**config.mk**
```make
export PLATFORM = sky130hd
export DESIGN_NAME = ascon_permutation
export DESIGN_NICKNAME = d
export VERILOG_FILES = /design/src/rtl/ascon_pkg.sv /design/src/rtl/ascon_diffusion.sv /design/src/rtl/ascon_round.sv /design/src/rtl/ascon_permutation.sv
export SDC_FILE = /design/constraint.sdc
export NUM_CORES = 2
export LEC_CHECK = 0
export CAP_MARGIN = 0
export CORE_ASPECT_RATIO = 1.75
export CORE_MARGIN = 3
export CORE_UTILIZATION = 30
export DETAILED_ROUTE_END_ITERATION = 6
export REMOVE_ABC_BUFFERS = 1
export SLEW_MARGIN = 10
export SYNTH_ARGS = -nofsm -noshare
export SYNTH_HDL_FRONTEND = slang
export SYNTH_SLANG_ARGS = --single-unit
```
**constraint.sdc**
```tcl
create_clock -name clk -period 3.7 [get_ports clk]
set_clock_uncertainty 0.1 [all_clocks]
set_input_delay 0.74 -clock clk [delete_from_list [all_inputs] [get_ports clk]]
set_output_delay 0.74 -clock clk [all_outputs]
set_load 0.01 [all_outputs]
```
**src/rtl/ascon_pkg.sv**
```systemverilog
// rtl/ascon_pkg.sv - shared widths, constant tables and FSM encoding for the Ascon permutation
package ascon_pkg;

  localparam int ASCON_STATE_W = 320;
  localparam int ASCON_WORD_W  = 64;

  // Round constants; a job of n rounds uses the last n entries.
  localparam logic [7:0] ASCON_RC [16] = '{
    8'h3c, 8'h2d, 8'h1e, 8'h0f, 8'hf0, 8'he1, 8'hd2, 8'hc3,
    8'hb4, 8'ha5, 8'h96, 8'h87, 8'h78, 8'h69, 8'h5a, 8'h4b
  };

  // 5-bit S-box, index and result both ordered {x0,x1,x2,x3,x4} with x0 as MSB.
  localparam logic [4:0] ASCON_SBOX [32] = '{
    5'h04, 5'h0b, 5'h1f, 5'h14, 5'h1a, 5'h15, 5'h09, 5'h02,
    5'h1b, 5'h05, 5'h08, 5'h12, 5'h1d, 5'h03, 5'h06, 5'h1c,
    5'h1e, 5'h13, 5'h07, 5'h0e, 5'h00, 5'h0d, 5'h11, 5'h18,
    5'h10, 5'h0c, 5'h01, 5'h19, 5'h16, 5'h0a, 5'h0f, 5'h17
  };

  typedef enum logic [1:0] {
    ST_IDLE = 2'd0,
    ST_RUN  = 2'd1,
    ST_DONE = 2'd2
  } ascon_fsm_e;

  // Rotate a 64-bit word right by a constant amount.
  function automatic logic [ASCON_WORD_W-1:0] ror64(input logic [ASCON_WORD_W-1:0] v,
                                                    input int unsigned n);
    return (v >> n) | (v << (ASCON_WORD_W - n));
  endfunction

endpackage

```
**src/rtl/ascon_diffusion.sv**
```systemverilog
// rtl/ascon_diffusion.sv - linear diffusion layer: each word XORed with two rotations of itself
module ascon_diffusion
  import ascon_pkg::*;
(
  input  logic [ASCON_STATE_W-1:0] state_i,
  output logic [ASCON_STATE_W-1:0] state_o
);

  logic [ASCON_WORD_W-1:0] s0, s1, s2, s3, s4;

  assign s0 = state_i[0   +: ASCON_WORD_W];
  assign s1 = state_i[64  +: ASCON_WORD_W];
  assign s2 = state_i[128 +: ASCON_WORD_W];
  assign s3 = state_i[192 +: ASCON_WORD_W];
  assign s4 = state_i[256 +: ASCON_WORD_W];

  assign state_o[0   +: ASCON_WORD_W] = s0 ^ ror64(s0, 19) ^ ror64(s0, 28);
  assign state_o[64  +: ASCON_WORD_W] = s1 ^ ror64(s1, 61) ^ ror64(s1, 39);
  assign state_o[128 +: ASCON_WORD_W] = s2 ^ ror64(s2, 1)  ^ ror64(s2, 6);
  assign state_o[192 +: ASCON_WORD_W] = s3 ^ ror64(s3, 10) ^ ror64(s3, 17);
  assign state_o[256 +: ASCON_WORD_W] = s4 ^ ror64(s4, 7)  ^ ror64(s4, 41);

endmodule

```
**src/rtl/ascon_round.sv**
```systemverilog
// rtl/ascon_round.sv - one combinational Ascon round: constant add, bit-sliced S-box, diffusion
module ascon_round
  import ascon_pkg::*;
(
  input  logic [ASCON_STATE_W-1:0] state_i,
  input  logic [7:0]               rc_i,
  output logic [ASCON_STATE_W-1:0] state_o
);

  logic [ASCON_STATE_W-1:0] added;
  logic [ASCON_STATE_W-1:0] subst;
  logic [4:0]               col;

  // Constant only touches the low byte of s2.
  always_comb begin
    added             = state_i;
    added[128 +: 8]   = state_i[128 +: 8] ^ rc_i;
  end

  // Column j gathers bit j of every word, x0 (from s0) in the MSB of the S-box index.
  always_comb begin
    subst = '0;
    col   = '0;
    for (int j = 0; j < ASCON_WORD_W; j++) begin
      col = ASCON_SBOX[{added[j], added[64+j], added[128+j], added[192+j], added[256+j]}];
      subst[j]       = col[4];
      subst[64+j]    = col[3];
      subst[128+j]   = col[2];
      subst[192+j]   = col[1];
      subst[256+j]   = col[0];
    end
  end

  ascon_diffusion u_diffusion (
    .state_i (subst),
    .state_o (state_o)
  );

endmodule

```
**src/rtl/ascon_permutation.sv**
```systemverilog
// rtl/ascon_permutation.sv - iterative Ascon-p[rnd] core, one round per clock, valid/ready on both sides
module ascon_permutation
  import ascon_pkg::*;
#(
  parameter int MAX_ROUNDS = 16,
  parameter int RND_W      = 5
) (
  input  logic                     clk,
  input  logic                     rst,
  input  logic                     in_valid,
  output logic                     in_ready,
  input  logic [ASCON_STATE_W-1:0] state_in,
  input  logic [RND_W-1:0]         rnd_in,
  output logic                     out_valid,
  input  logic                     out_ready,
  output logic [ASCON_STATE_W-1:0] state_out,
  output logic                     busy
);

  localparam int IDX_W = $clog2(MAX_ROUNDS);

  ascon_fsm_e               fsm_q, fsm_d;
  logic [ASCON_STATE_W-1:0] state_q, state_d;
  logic [IDX_W-1:0]         idx_q, idx_d;
  logic [RND_W-1:0]         rem_q, rem_d;
  logic [RND_W-1:0]         rnd_eff;
  logic [ASCON_STATE_W-1:0] round_state;

  // Requests beyond the table length run the full table.
  assign rnd_eff = (rnd_in > RND_W'(MAX_ROUNDS)) ? RND_W'(MAX_ROUNDS) : rnd_in;

  ascon_round u_round (
    .state_i (state_q),
    .rc_i    (ASCON_RC[idx_q]),
    .state_o (round_state)
  );

  assign in_ready  = (fsm_q == ST_IDLE);
  assign out_valid = (fsm_q == ST_DONE);
  assign busy      = (fsm_q == ST_RUN);
  assign state_out = state_q;

  // Next-state: accept in IDLE, iterate in RUN, hold the result in DONE until taken.
  always_comb begin
    fsm_d   = fsm_q;
    state_d = state_q;
    idx_d   = idx_q;
    rem_d   = rem_q;
    case (fsm_q)
      ST_IDLE: begin
        if (in_valid) begin
          state_d = state_in;
          idx_d   = IDX_W'(RND_W'(MAX_ROUNDS) - rnd_eff);
          rem_d   = rnd_eff;
          fsm_d   = (rnd_eff == '0) ? ST_DONE : ST_RUN;
        end
      end
      ST_RUN: begin
        state_d = round_state;
        idx_d   = idx_q + 1'b1;
        rem_d   = rem_q - 1'b1;
        if (rem_q == RND_W'(1)) begin
          fsm_d = ST_DONE;
        end
      end
      ST_DONE: begin
        if (out_ready) begin
          fsm_d = ST_IDLE;
        end
      end
      default: fsm_d = ST_IDLE;
    endcase
  end

  // State register with synchronous reset that discards any job in flight.
  always_ff @(posedge clk) begin
    if (rst) begin
      fsm_q   <= ST_IDLE;
      state_q <= '0;
      idx_q   <= '0;
      rem_q   <= '0;
    end else begin
      fsm_q   <= fsm_d;
      state_q <= state_d;
      idx_q   <= idx_d;
      rem_q   <= rem_d;
    end
  end

endmodule

```
==> results.toml <==
[outcome]
status = "completed"

[critical_path]
rr_startpoint = "state_out[235]"
slowest_delay_ns = 0.87
path_cells = "inv_1 -> ha_1 -> nor2b_1 -> a211oi_1 -> a21oi_1 -> xnor2_1 -> xor2_1 -> and3_1 -> a2111oi_0"
cp.arrival_ns = 3.78
slowest_stage = "xnor2_1"
end_kind = "flop"
ff2ff_setup_slack_ns = 0.26
cp_max_fo = 5
reg2reg_depth = 9
r2r-end = "state_out[110]"
critical_path_class = "flop to flop"
cp-start-kind = "flop"
crit_required_ns = 4.04

[cts]
numCtsBuffers = 41
cts_tree = "done"
postCtsSetupBuffers = 0
clk_pin_slew_ns = 0.07
htreeDepth = 2
cts_hold_buf = 0
root_buffer = "clkbuf_16"
worst_skew_pair.late_latency_ns = 0.62
cts_resized = 0
clk_path_buf_depth = 3
cts_num_sinks = 331

[cells_and_area]
drive_gt1_frac = 0.06126
fin_cells = 6209
final_nets = 5490
stdcell_area_um2 = 42540
nFillCells = 11000
area_delta_synth_final_pct = 31.79

[yosys]
synth_common_cells = "nand2_1 (590), xnor2_1 (538), nor2_1 (468)"
ys_seq_elements = 331
synthCells = 4213
synth-edff-count = 0
synth-async-reset-ratio = 0
ys_dominant_reg_cell = "dfxtp_1"
synth_warnings = 0
yosysMostFrequentCell = "nand2_1"
ys_top_cells_by_area = "dfxtp_1 (21%), xnor2_1 (15%), ha_1 (13%)"
synth.cell_area_um2 = 32270
ys_seq_area_frac = 0.2053
syn_avg_cell_area_um2 = 7.661
synth_cell_type_count = 60
yosysTopAreaCell = "dfxtp_1"
synth_top_area_frac = 0.2053

[place]
dp_hpwl_um = 148900
port_buffers = 651
placed_cells_incl_taps = 6132
finalWeightedCongestion = 0.9760
placed_area_um2 = 41040

[detailed_routing]
firstDrtPassIters = 6
avgRoutedWirePerCell_um = 29.30
routed-via-count = 33910
drc = 0
vias_per_cell = 5.461
ant_nets = 0
first_iter_violations = 2988
wirelength_um = 181900

[global_route]
grt_max_degree = 147
grt_overflow = 0
grt_pass1_wl_um = 246600
antenna_found_initial = 5
grt_pass1_vias = 32380
grt_use_total = 0.3119

[sta]
setup_viol_count_final = 0
slew_violations = 0
max_freq_ghz = 0.2910
slew-limit-headroom = 0.1667
period_share = 0.9288
worst_pin_slew_ns = 1.241
hold_viol_final = 0
rsz0062_at_grt = "no"
fin_crit_ns = 3.436

[die]
die_area_um2 = 111700
coreArea_um2 = 106400
fp.dieH_um = 439.9
die_x_um = 253.9
initial_core_util = 0.3035
io_pins = 652
rows = 158

[worst_hold_path]
min_to = "rem_q[1]"
hold_path_class = "flop to flop"
hold_depth = 2
hp-start = "rem_q[1]"

[run]
maxCapViolations = 0
==> state kept, by name (all words and copies together), names as in the netlist <==
signal	flops
fsm_q	2
idx_q	4
rem_q	5
state_out	320
==> worst max-delay path: cells and delay by family (launching register included) <==
| family | cells | cell delay, ns |
|---|---|---|
| xor+xnor | 2 | 1.09 |
| compound gates | 3 | 0.77 |
| flops | 1 | 0.42 |
| simple gates | 2 | 0.40 |
| fa+ha+maj | 1 | 0.36 |
| buf+inv | 1 | 0.13 |
==> through the flow <==
step | setup WS [ns] | util | setup TNS, ns | hold WS, ns
floorplan | -12.79 | - | -2804.30 | 0.3434
global placement | 0.4526 | 0.3859 | 0 | 0.3651
detailed placement | 0.4668 | 0.3859 | 0 | 0.3685
CTS | 0.3695 | 0.3999 | 0 | 0.3773
global route | 0.2054 | 0.3999 | 0 | 0.4024
finish | 0.2636 | 0.3999 | 0 | 0.3763
==> placed cells by master, fill, tap and decap left out, drive strengths merged, types with 8 or more instances in the layout <==
master	netlist	routed
buf	101	205
a211oi	23	23
o311ai	9	9
or3	20	20
inv	185	190
xnor2	540	540
a311oi	230	230
dfxtp	331	331
o22ai	20	20
clkdlybuf4s50	0	650
and3	30	30
nor2b	36	36
clkbuf	195	53
nor3	133	133
xor2	356	356
a21oi	249	249
nand2	590	590
o21ai	63	63
mux2i	83	83
a211o	25	25
nand3	51	51
nor2	468	468
bufinv	0	8
a222oi	20	20
nand2b	22	22
ha	346	346
a21o	26	26
==> cell families after synthesis <==
logic type / Yosys count / synth area share
simple gates: 1368 / 0.1764
fa+ha+maj: 346 / 0.1341
flops: 331 / 0.2053
mux: 84 / 0.02659
buf+inv: 482 / 0.05982
xor+xnor: 898 / 0.2456
compound gates: 704 / 0.1522
==> per-layer routing <==
| metal | routed length [um] | GRT usage | vias up |
|---|---|---|---|
| met1 | 67150 | 0.3563 | 16360 |
| met2 | 83510 | 0.5139 | 1758 |
| met4 | 17430 | 0.2455 | 8 |
| met3 | 13780 | 0.05189 | 438 |
| met5 | 55 | 0 | - |
| li1 | - | - | 15340 |
==> final cells by class <==
type	count	area (um^2)	area share
multi-input cells	3400	23760	0.5585
well taps	1360	1702	0.04000
repair buffers	855	8253	0.1940
diodes	1	2.502	0.00005883
flip-flops and latches	331	6626	0.1558
clock buffers	53	1154	0.02712
clock inverters	23	340.3	0.008001
inverters	186	700.7	0.01647
==> how the worst max path moves through the flow <==
stage / startpoint / end / slack, ns / cells past startpoint
after global placement: state_out[201] / state_out[76] / 0.45 / 9
after detailed placement: state_out[235] / state_out[110] / 0.47 / 9
final: state_out[235] / state_out[110] / 0.26 / 9
after CTS: state_out[235] / state_out[110] / 0.37 / 9
after floorplan: fsm_q[1] / state_out[110] / -12.79 / 4
after global routing: state_out[235] / state_out[110] / 0.21 / 9
Power is left out: the tool's default activity adds up to more than one toggle a clock period on the data nets, which glitch-free logic cannot reach.
